==> config.mk <==
export PLATFORM = sky130hd
export DESIGN_NAME = ram_port_arbiter
export DESIGN_NICKNAME = d
export VERILOG_FILES = /design/src/rtl/ram_port_arbiter.sv
export SDC_FILE = /design/constraint.sdc
export NUM_CORES = 1
export LEC_CHECK = 0
export CAP_MARGIN = 5
export CORE_AREA = 2 2 95 97
export DETAILED_ROUTE_END_ITERATION = 7
export DIE_AREA = 0 0 97 99
export MAX_ROUTING_LAYER = met4
export PLACE_DENSITY = 0.62
export SLEW_MARGIN = 20
export SYNTH_ARGS = -nofsm -noshare
export SYNTH_HDL_FRONTEND = slang
export SYNTH_SLANG_ARGS = --single-unit
==> constraint.sdc <==
create_clock -name clk -period 4.1 [get_ports clk]
set_input_delay 0.82 -clock clk [delete_from_list [all_inputs] [get_ports clk]]
set_output_delay 0.82 -clock clk [all_outputs]
set_load 0.005 [all_outputs]
==> src/rtl/ram_port_arbiter.sv <==
// Round-robin arbiter sharing one single-port sync RAM between the IF and LS units.
// Latency: grant is combinational, and the response arrives 1 cycle after the grant edge.
// Backpressure: requests stall by withholding gnt; responses cannot be stalled.
module ram_port_arbiter #(
    parameter int WIDTH = 32,
    parameter int DEPTH = 10
) (
    input  logic             clk,
    input  logic             rst_n,
    input  logic             if_req,
    input  logic [31:0]      if_addr,
    output logic             if_gnt,
    output logic             if_rvalid,
    output logic [WIDTH-1:0] if_rdata,
    output logic             if_err,
    input  logic             ls_req,
    input  logic             ls_we,
    input  logic [31:0]      ls_addr,
    input  logic [WIDTH-1:0] ls_wdata,
    output logic             ls_gnt,
    output logic             ls_rvalid,
    output logic [WIDTH-1:0] ls_rdata,
    output logic             ls_err,
    output logic [DEPTH-1:0] ram_addr,
    output logic             ram_wren,
    output logic [WIDTH-1:0] ram_wrdata,
    input  logic [WIDTH-1:0] ram_rddata
);

    typedef enum logic {
        PORT_IF = 1'b0,
        PORT_LS = 1'b1
    } port_e;

    logic             w_if_err;
    logic             w_ls_err;
    logic [DEPTH-1:0] w_if_idx;
    logic [DEPTH-1:0] w_ls_idx;
    logic             w_if_gnt;
    logic             w_ls_gnt;
    logic             w_if_rsp;
    logic             w_ls_rsp;

    port_e            r_last_grant;
    port_e            r_rsp_port;
    logic             r_rsp_vld;
    logic             r_rsp_err;

    // Misaligned or beyond the RAM's byte range.
    assign w_if_err = (if_addr[1:0] != 2'b00) | (|if_addr[31:DEPTH+2]);
    assign w_ls_err = (ls_addr[1:0] != 2'b00) | (|ls_addr[31:DEPTH+2]);
    assign w_if_idx = if_addr[DEPTH+1:2];
    assign w_ls_idx = ls_addr[DEPTH+1:2];

    always_comb begin
        w_if_gnt = 1'b0;
        w_ls_gnt = 1'b0;
        if (rst_n) begin
            if (if_req && ls_req) begin
                if (r_last_grant == PORT_LS) w_if_gnt = 1'b1;
                else                         w_ls_gnt = 1'b1;
            end else begin
                w_if_gnt = if_req;
                w_ls_gnt = ls_req;
            end
        end
    end

    assign if_gnt = w_if_gnt;
    assign ls_gnt = w_ls_gnt;

    always_comb begin
        ram_addr   = '0;
        ram_wren   = 1'b0;
        ram_wrdata = '0;
        if (w_if_gnt) begin
            ram_addr = w_if_idx;
        end else if (w_ls_gnt) begin
            ram_addr   = w_ls_idx;
            ram_wren   = ls_we & ~w_ls_err;
            ram_wrdata = ls_wdata;
        end
    end

    // Error grants still consume a slot and rotate priority.
    always_ff @(posedge clk or negedge rst_n) begin
        if (!rst_n) begin
            r_last_grant <= PORT_LS;
            r_rsp_port   <= PORT_IF;
            r_rsp_vld    <= 1'b0;
            r_rsp_err    <= 1'b0;
        end else begin
            r_rsp_vld <= w_if_gnt | w_ls_gnt;
            r_rsp_err <= (w_if_gnt & w_if_err) | (w_ls_gnt & w_ls_err);
            if (w_if_gnt || w_ls_gnt) begin
                r_last_grant <= w_ls_gnt ? PORT_LS : PORT_IF;
                r_rsp_port   <= w_ls_gnt ? PORT_LS : PORT_IF;
            end
        end
    end

    assign w_if_rsp = r_rsp_vld & (r_rsp_port == PORT_IF);
    assign w_ls_rsp = r_rsp_vld & (r_rsp_port == PORT_LS);

    assign if_rvalid = w_if_rsp;
    assign if_err    = w_if_rsp & r_rsp_err;
    assign if_rdata  = (w_if_rsp && !r_rsp_err) ? ram_rddata : '0;
    assign ls_rvalid = w_ls_rsp;
    assign ls_err    = w_ls_rsp & r_rsp_err;
    assign ls_rdata  = (w_ls_rsp && !r_rsp_err) ? ram_rddata : '0;

endmodule

* Word level (Yosys, flattened, before mapping) *
Index checks and enable logic that the tools add are counted.

cells by class
  add/sub/neg operators = 0
  divide/modulo/power cells = 0
  reductions and logical operators = 9
  bitwise gates (word level) = 13
  muxes and demuxes = 15
  eq/ne operators = 0
  magnitude comparators = 0
  shift operators = 0
  $mul = 0

operator list
  operator             count
  32-bit 2-to-1 mux    4
  20-bit OR reduction  2
  10-bit 2-to-1 mux    2
  1-bit 2-to-1 mux     9
  1-bit bitwise AND    7
  1-bit bitwise OR     4
  2-bit nonzero test   2
  1-bit logical AND    3
  1-bit inverter       2
  1-bit logical NOT    1
  1-bit logical OR     1

word-level totals
  bits in writable memories = 0
  memories kept = 0
  ROM bits = 0
  output and inout port bits = 113
  input bits = 133
  logic and storage cells = 41
  bits in latches = 0
  register bits = 4

* Longest topological paths before layout *
Gate-level depths: netlist of the first run.

  depth after elaboration = 6
  gate-level depth with buffers = 5
  mapped depth without buffers = 4

* Least setup slack after synthesis of the first run *
OpenSTA, ideal clock, no wires.

  path type = input-to-output
  start point = input port ls_addr[14]
  end point = output port ram_wren
  slack = 1,537 ps
  buffers on the path = 0
  arrival = 1,743 ps
  stages = 3
  data required time = 3,280 ps
  cells stage by stage = or4_4 nor4_2 and3_1

between the ends
  longest elaborated chain between the ends = 6

ends and longest elaborated chain
  item                 line  text
  start: declaration   18    input logic [31:0] ls_addr,
  20-bit OR reduction  51    assign w_ls_err = (ls_addr[1:0] != 2'b00) | (|ls_addr[31:DEPTH+2]);
  1-bit bitwise OR     51
  1-bit inverter       80    ram_wren = ls_we & ~w_ls_err;
  1-bit bitwise AND    80
  1-bit 2-to-1 mux     78    end else if (w_ls_gnt) begin
  1-bit 2-to-1 mux     76    if (w_if_gnt) begin
  end: declaration     25    output logic ram_wren,

No other way between the ends.

* Worst setup path in the final report of the first run *
Same ends and word-level chain as after synthesis.

==> flow_summary.yaml, run 1 <==
routing:
  vias: 1994
  remaining_drc_errors: 0
  wl_um: 7320
  antenna_left: 0
  drt-pass1-iter-count: 4
  wl_per_cell_um: 14.6
  drt-initial-drc-count: 20
  detail_route.vias_per_cell: 3.96
yosys:
  netlist_area_um2: 1040
  ys_ff_latch: 4
  syn_nets: 287
  yosysTopAreaCell: "and2_1"
  synthCells: 154
  yosysWarnings: 0
  async_flop_share_pct: 100
  synth.distinct_cells: 20
  post_synth.cell_area_avg_um2: 6.77
  ys_top_cells_by_area: "and2_1 59%, a22o_1 8.4%, dfrtp_1 7.2%"
  yosysSeqAreaShare_pct: 9.72
  yosysTopAreaCellShare_pct: 58.8
  synth_edf_count: 0
  synthFlopType: "dfrtp_1"
clock_network:
  postCtsSetupBuffers: 0
  clkTransAtPathRegs_ps: 30
  numCtsBuffers: 3
  clk-insertion-delay-late_ps: 220
  holdBufCountCts: 0
  cts.sinks: 4
  cts-resized-gates: 0
  cts_buffer_depth: 2
  cts_tree: "yes"
  htree_num_levels: 1
  clockRootBuffer: "clkbuf_8"
global_route:
  grt_pass1_vias: 2049
  grt_pass1_wl_um: 10800
  grt_overflow: 0
  antenna_found_initial: 0
  grt_max_degree: 46
  grt_use_total_pct: 14.8
layout:
  layout_common_cells: "245 x clkdlybuf4s50_1, 98 x and2_1, 10 x a22o_1"
  multi_input_area_um2: 887
  final_common_cell: "clkdlybuf4s50_1"
  syn2layout_area_growth_pct: 251
  ff_latch_area_um2: 101
  antenna_cells: 0
  fill_cells: 877
  drive_gt1_share_pct: 2.78
  nets: 529
die:
  dieArea_um2: 9600
  core_um2: 8550
  rows: 34
  ios: 246
  dieHeight_um: 99
  start_util_pct: 12.2
  die_w_um: 97
timing:
  finalHoldViolCount: 0
  fin_tns_setup_ps: 0
  fin_crit_ps: 3540
  drv_slew: 0
  relSlewSlack_pct: 50.2
  fin_worst_skew_ps: 0.516
  setup_viol: 0
  period_share_pct: 86.5
  tightestPinTransition_ps: 747
  fin_ws_ps: 555
  max_freq_mhz: 282
  rsz0062_at_grt: "no"
setup_path:
  critical_path_class: "primary input to output pin"
  critPathLaunchType: "primary input"
  critPathMaxFanout: 2
  cp-end-kind: "output pin"
  cp.required_ps: 3280
  cp.arrival_ps: 2720
power:
  irDropWorstVdd_uv: 64.2
  p_per_area_nw_per_um2: 122
  leakagePower_nw: 1.38
status:
  status: "finished, final reports clean"
placement:
  post-place-ws_ps: 541
  port_buffers: 245
  place.gp.congestion: 0.776
  place_hpwl_um: 6750
job:
  drv_cap: 0
min_path:
  hp-class: "register to register"
-- logic make-up (layout without fill, tap and decap cells) --
| kind of cell | count (synthesis) | after routing | synth area share, % |
|---|---|---|---|
| compound gates | 16 | 16 | 12.7 |
| buf+inv | 14 | 255 | 5.16 |
| flops | 4 | 4 | 9.72 |
| simple gates | 120 | 120 | 72.4 |
-- report_power, final --
| group | switching (W) | internal, W |
|---|---|---|
| clock network | 0.0000223 | 0.0000666 |
| registers | 0.00000350 | 0.0000449 |
| logic | 0.0000856 | 0.000225 |
| total | 0.000111 | 0.000336 |
-- worst paths after layout --
| path | from | cells after the start | slack, ps | endpoint |
|---|---|---|---|---|
| max in group asynchronous | rst_n | 1 | 3000 | r_last_grant |
| worst max register to register | r_last_grant | 4 | 2770 | r_rsp_err |
| min in group asynchronous | rst_n | 1 | 840 | r_rsp_port |
| worst max-delay path | ls_addr[14] | 5 | 560 | ram_wren |
| worst min-delay path | r_last_grant | 2 | 520 | r_last_grant |
| worst min register to register | r_last_grant | 2 | 520 | r_last_grant |
-- synth_stat cells (2+ instances only) --
cell type / number
and2_1: 98
inv_1: 3
clkbuf_1: 10
nand2_1: 4
and3_1: 2
nor2b_1: 2
a22o_1: 10
dfrtp_1: 3
o21ai_0: 3
nand4_1: 2
nor4_1: 8
-- layer usage --
metal	GRT usage (%)	share of wire, %	up-vias
met5	-	0	-
met1	14.1	34	847
met2	28.6	54	150
met4	3.58	1.4	0
li1	-	-	989
met3	5.18	10	8
-- state kept, by name (all words and copies together) (netlist names) --
register / count
r_last_grant: 1
r_rsp_port: 1
r_rsp_err: 1
r_rsp_vld: 1
-- stage by stage --
step	instance area, µm²	util, %	cells	total power (W)	hold slack (ps)
final	3650	42.7	503	0.000448	518
after CTS	3650	42.7	503	0.000455	524
after floorplan	1040	-	154	0.000117	475
after global routing	3650	42.7	503	0.000480	573
after global placement	3610	42.2	499	0.000362	504
after detailed placement	3610	42.2	499	0.000363	505
-- cell type report --
class                      count  share of cell area, %
tap                          108                   3.70
inverter                       3                  0.308
multi-input combinational    136                   24.3
clock buffer                   4                   1.23
sequential                     4                   2.77
timing repair buffer         248                   67.7
-- worst max-delay path, stage by stage --
cell and delay [ps]:
clkdlybuf4s50_1 400, or4_4 530, nor4_2 280, and3_1 200, clkdlybuf4s50_1 500
No activity file was read; power rests on OpenSTA's default activity.
==> inputs of run 2 (changes only) <==
--- a/config.mk
+++ b/config.mk
@@ -11,6 +11,7 @@
 export DIE_AREA = 0 0 97 99
 export MAX_ROUTING_LAYER = met4
 export PLACE_DENSITY = 0.62
+export RECOVER_POWER = 50
 export SLEW_MARGIN = 20
 export SYNTH_ARGS = -nofsm -noshare
 export SYNTH_HDL_FRONTEND = slang
==> flow_summary.yaml, run 2 (same netlist as run 1, synthesis figures left out) <==
status:
  status: "finished, final reports clean"
clock_network:
  cts.sinks: 4
  postCtsSetupBuffers: 0
  htree_num_levels: 1
  cts_tree: "yes"
  clk-insertion-delay-late_ps: 220
  clockRootBuffer: "clkbuf_8"
  clkTransAtPathRegs_ps: 30
  cts-resized-gates: 0
  holdBufCountCts: 0
  numCtsBuffers: 3
  cts_buffer_depth: 2
layout:
  fill_cells: 878
  multi_input_area_um2: 883
  syn2layout_area_growth_pct: 251
  final_util_pct: 42.7
  design_area_um2: 3650
  final_common_cell: "clkdlybuf4s50_1"
  layout_common_cells: "195 x clkdlybuf4s50_1, 95 x and2_1, 50 x dlygate4sd3_1"
  nets: 529
  ff_latch_area_um2: 101
  drive_gt1_share_pct: 2.53
timing:
  finalHoldViolCount: 0
  hold_slack_ps: 513
  relSlewSlack_pct: 49.4
  rsz0062_at_grt: "no"
  fin_tns_setup_ps: 0
  fin_worst_skew_ps: 0.591
  fin_crit_ps: 3600
  max_freq_mhz: 278
  tightestPinTransition_ps: 760
  drv_slew: 0
  setup_viol: 0
  period_share_pct: 87.8
min_path:
  hold_path_depth: 2
  hp-class: "register to register"
power:
  clkPwrFrac_pct: 20.3
  leakagePower_nw: 1.53
  switching_share_pct: 25.2
  total_power_w: 0.000438
  combPwrFrac_pct: 68.7
  irDropWorstVdd_uv: 63.7
  seq_power_share_pct: 11.0
  p_per_area_nw_per_um2: 120
  internal-power_w: 0.000328
  p_sw_w: 0.000110
setup_path:
  cp.required_ps: 3280
  crit_family: "buffers and inverters"
  crit_chain: "dlygate4sd3_1 -> nand2_1 -> a21oi_1 -> buf_4 -> and3_1 -> clkdlybuf4s50_1"
  crit_cells: 6
  critPathBufInv: 3
  cp.arrival_ps: 2780
  slowest_delay_ps: 680
  critPathLaunchType: "primary input"
  reg2regPathDepth: 4
  cp-end-kind: "output pin"
  critical_path_class: "primary input to output pin"
  slowest_stage: "dlygate4sd3_1"
  critPathMaxFanout: 45
routing:
  wl_um: 7320
  drt-initial-drc-count: 19
  drt-pass1-iter-count: 4
  vias: 1996
  remaining_drc_errors: 0
  antenna_left: 0
  wl_per_cell_um: 14.5
  detail_route.vias_per_cell: 3.96
global_route:
  antenna_found_initial: 1
  grt_overflow: 0
  grt_pass1_wl_um: 10800
  grt_use_total_pct: 14.8
  grt_pass1_vias: 2049
  grt_max_degree: 46
die:
  die_w_um: 97
  ios: 246
  start_util_pct: 12.2
  dieHeight_um: 99
  rows: 34
  core_um2: 8550
  dieArea_um2: 9600
placement:
  place_hpwl_um: 6750
  port_buffers: 245
  place.gp.congestion: 0.776
  placed_area_um2: 3610
job:
  drv_cap: 0
[run 2: changes by cell type in the layout (fill, tap and decap cells not counted), sizes merged]
cell and delta:
clkdlybuf4s50 -50, dlygate4sd3 +50, diode +1
[run 2: area by class of cell]
cell class                 instances  area share (%)
inverter                           3           0.308
tap                              108            3.70
sequential                         4            2.77
multi-input combinational        136            24.2
clock buffer                       4            1.23
timing repair buffer             248            67.7
antenna                            1          0.0685
[run 2: routing by layer]
layer | global-route usage (%) | wire, µm | vias up
li1 | - | - | 991
met1 | 14.1 | 2530 | 847
met2 | 28.6 | 3930 | 150
met3 | 5.18 | 755 | 8
met4 | 3.58 | 99 | 0
met5 | - | 0 | -
[run 2: per-stage QoR]
| stage | std cells | setup slack, ps |
|---|---|---|
| after floorplan | 154 | 1540 |
| after global routing | 504 | 345 |
| after detailed placement | 499 | 541 |
| final | 504 | 500 |
| after global placement | 499 | 561 |
| after CTS | 503 | 537 |
[run 2: final timing paths]
check	startpoint	to	slack (ps)
setup / recovery	rst_n	ram_wren	500
hold / removal	r_last_grant	r_last_grant	510
setup reg to reg	r_last_grant	r_rsp_err	2760
hold reg to reg	r_last_grant	r_last_grant	510
max in group asynchronous	rst_n	r_last_grant	2930
min in group asynchronous	rst_n	r_rsp_port	910
[run 2: power by group through the flow]
| stage | Clock, W | Combinational (W) | Sequential, W |
|---|---|---|---|
| 4_1_cts | 0.0000913 | 0.000315 | 0.0000484 |
| 6_report | 0.0000889 | 0.000301 | 0.0000482 |
| 5_1_grt | 0.0000977 | 0.000325 | 0.0000487 |
| 2_1_floorplan | 0 | 0.0000696 | 0.0000477 |
| 3_3_place_gp | 0 | 0.000313 | 0.0000489 |
| 3_5_place_dp | 0 | 0.000314 | 0.0000488 |
[run 2: tightest hold or removal path, delay by kind of cell (launching register included)]
kind                   cells  cell delay [ps]
flip-flops                 1              360
buffers and inverters      1               60
AO/OA/AOI/OAI              1               90
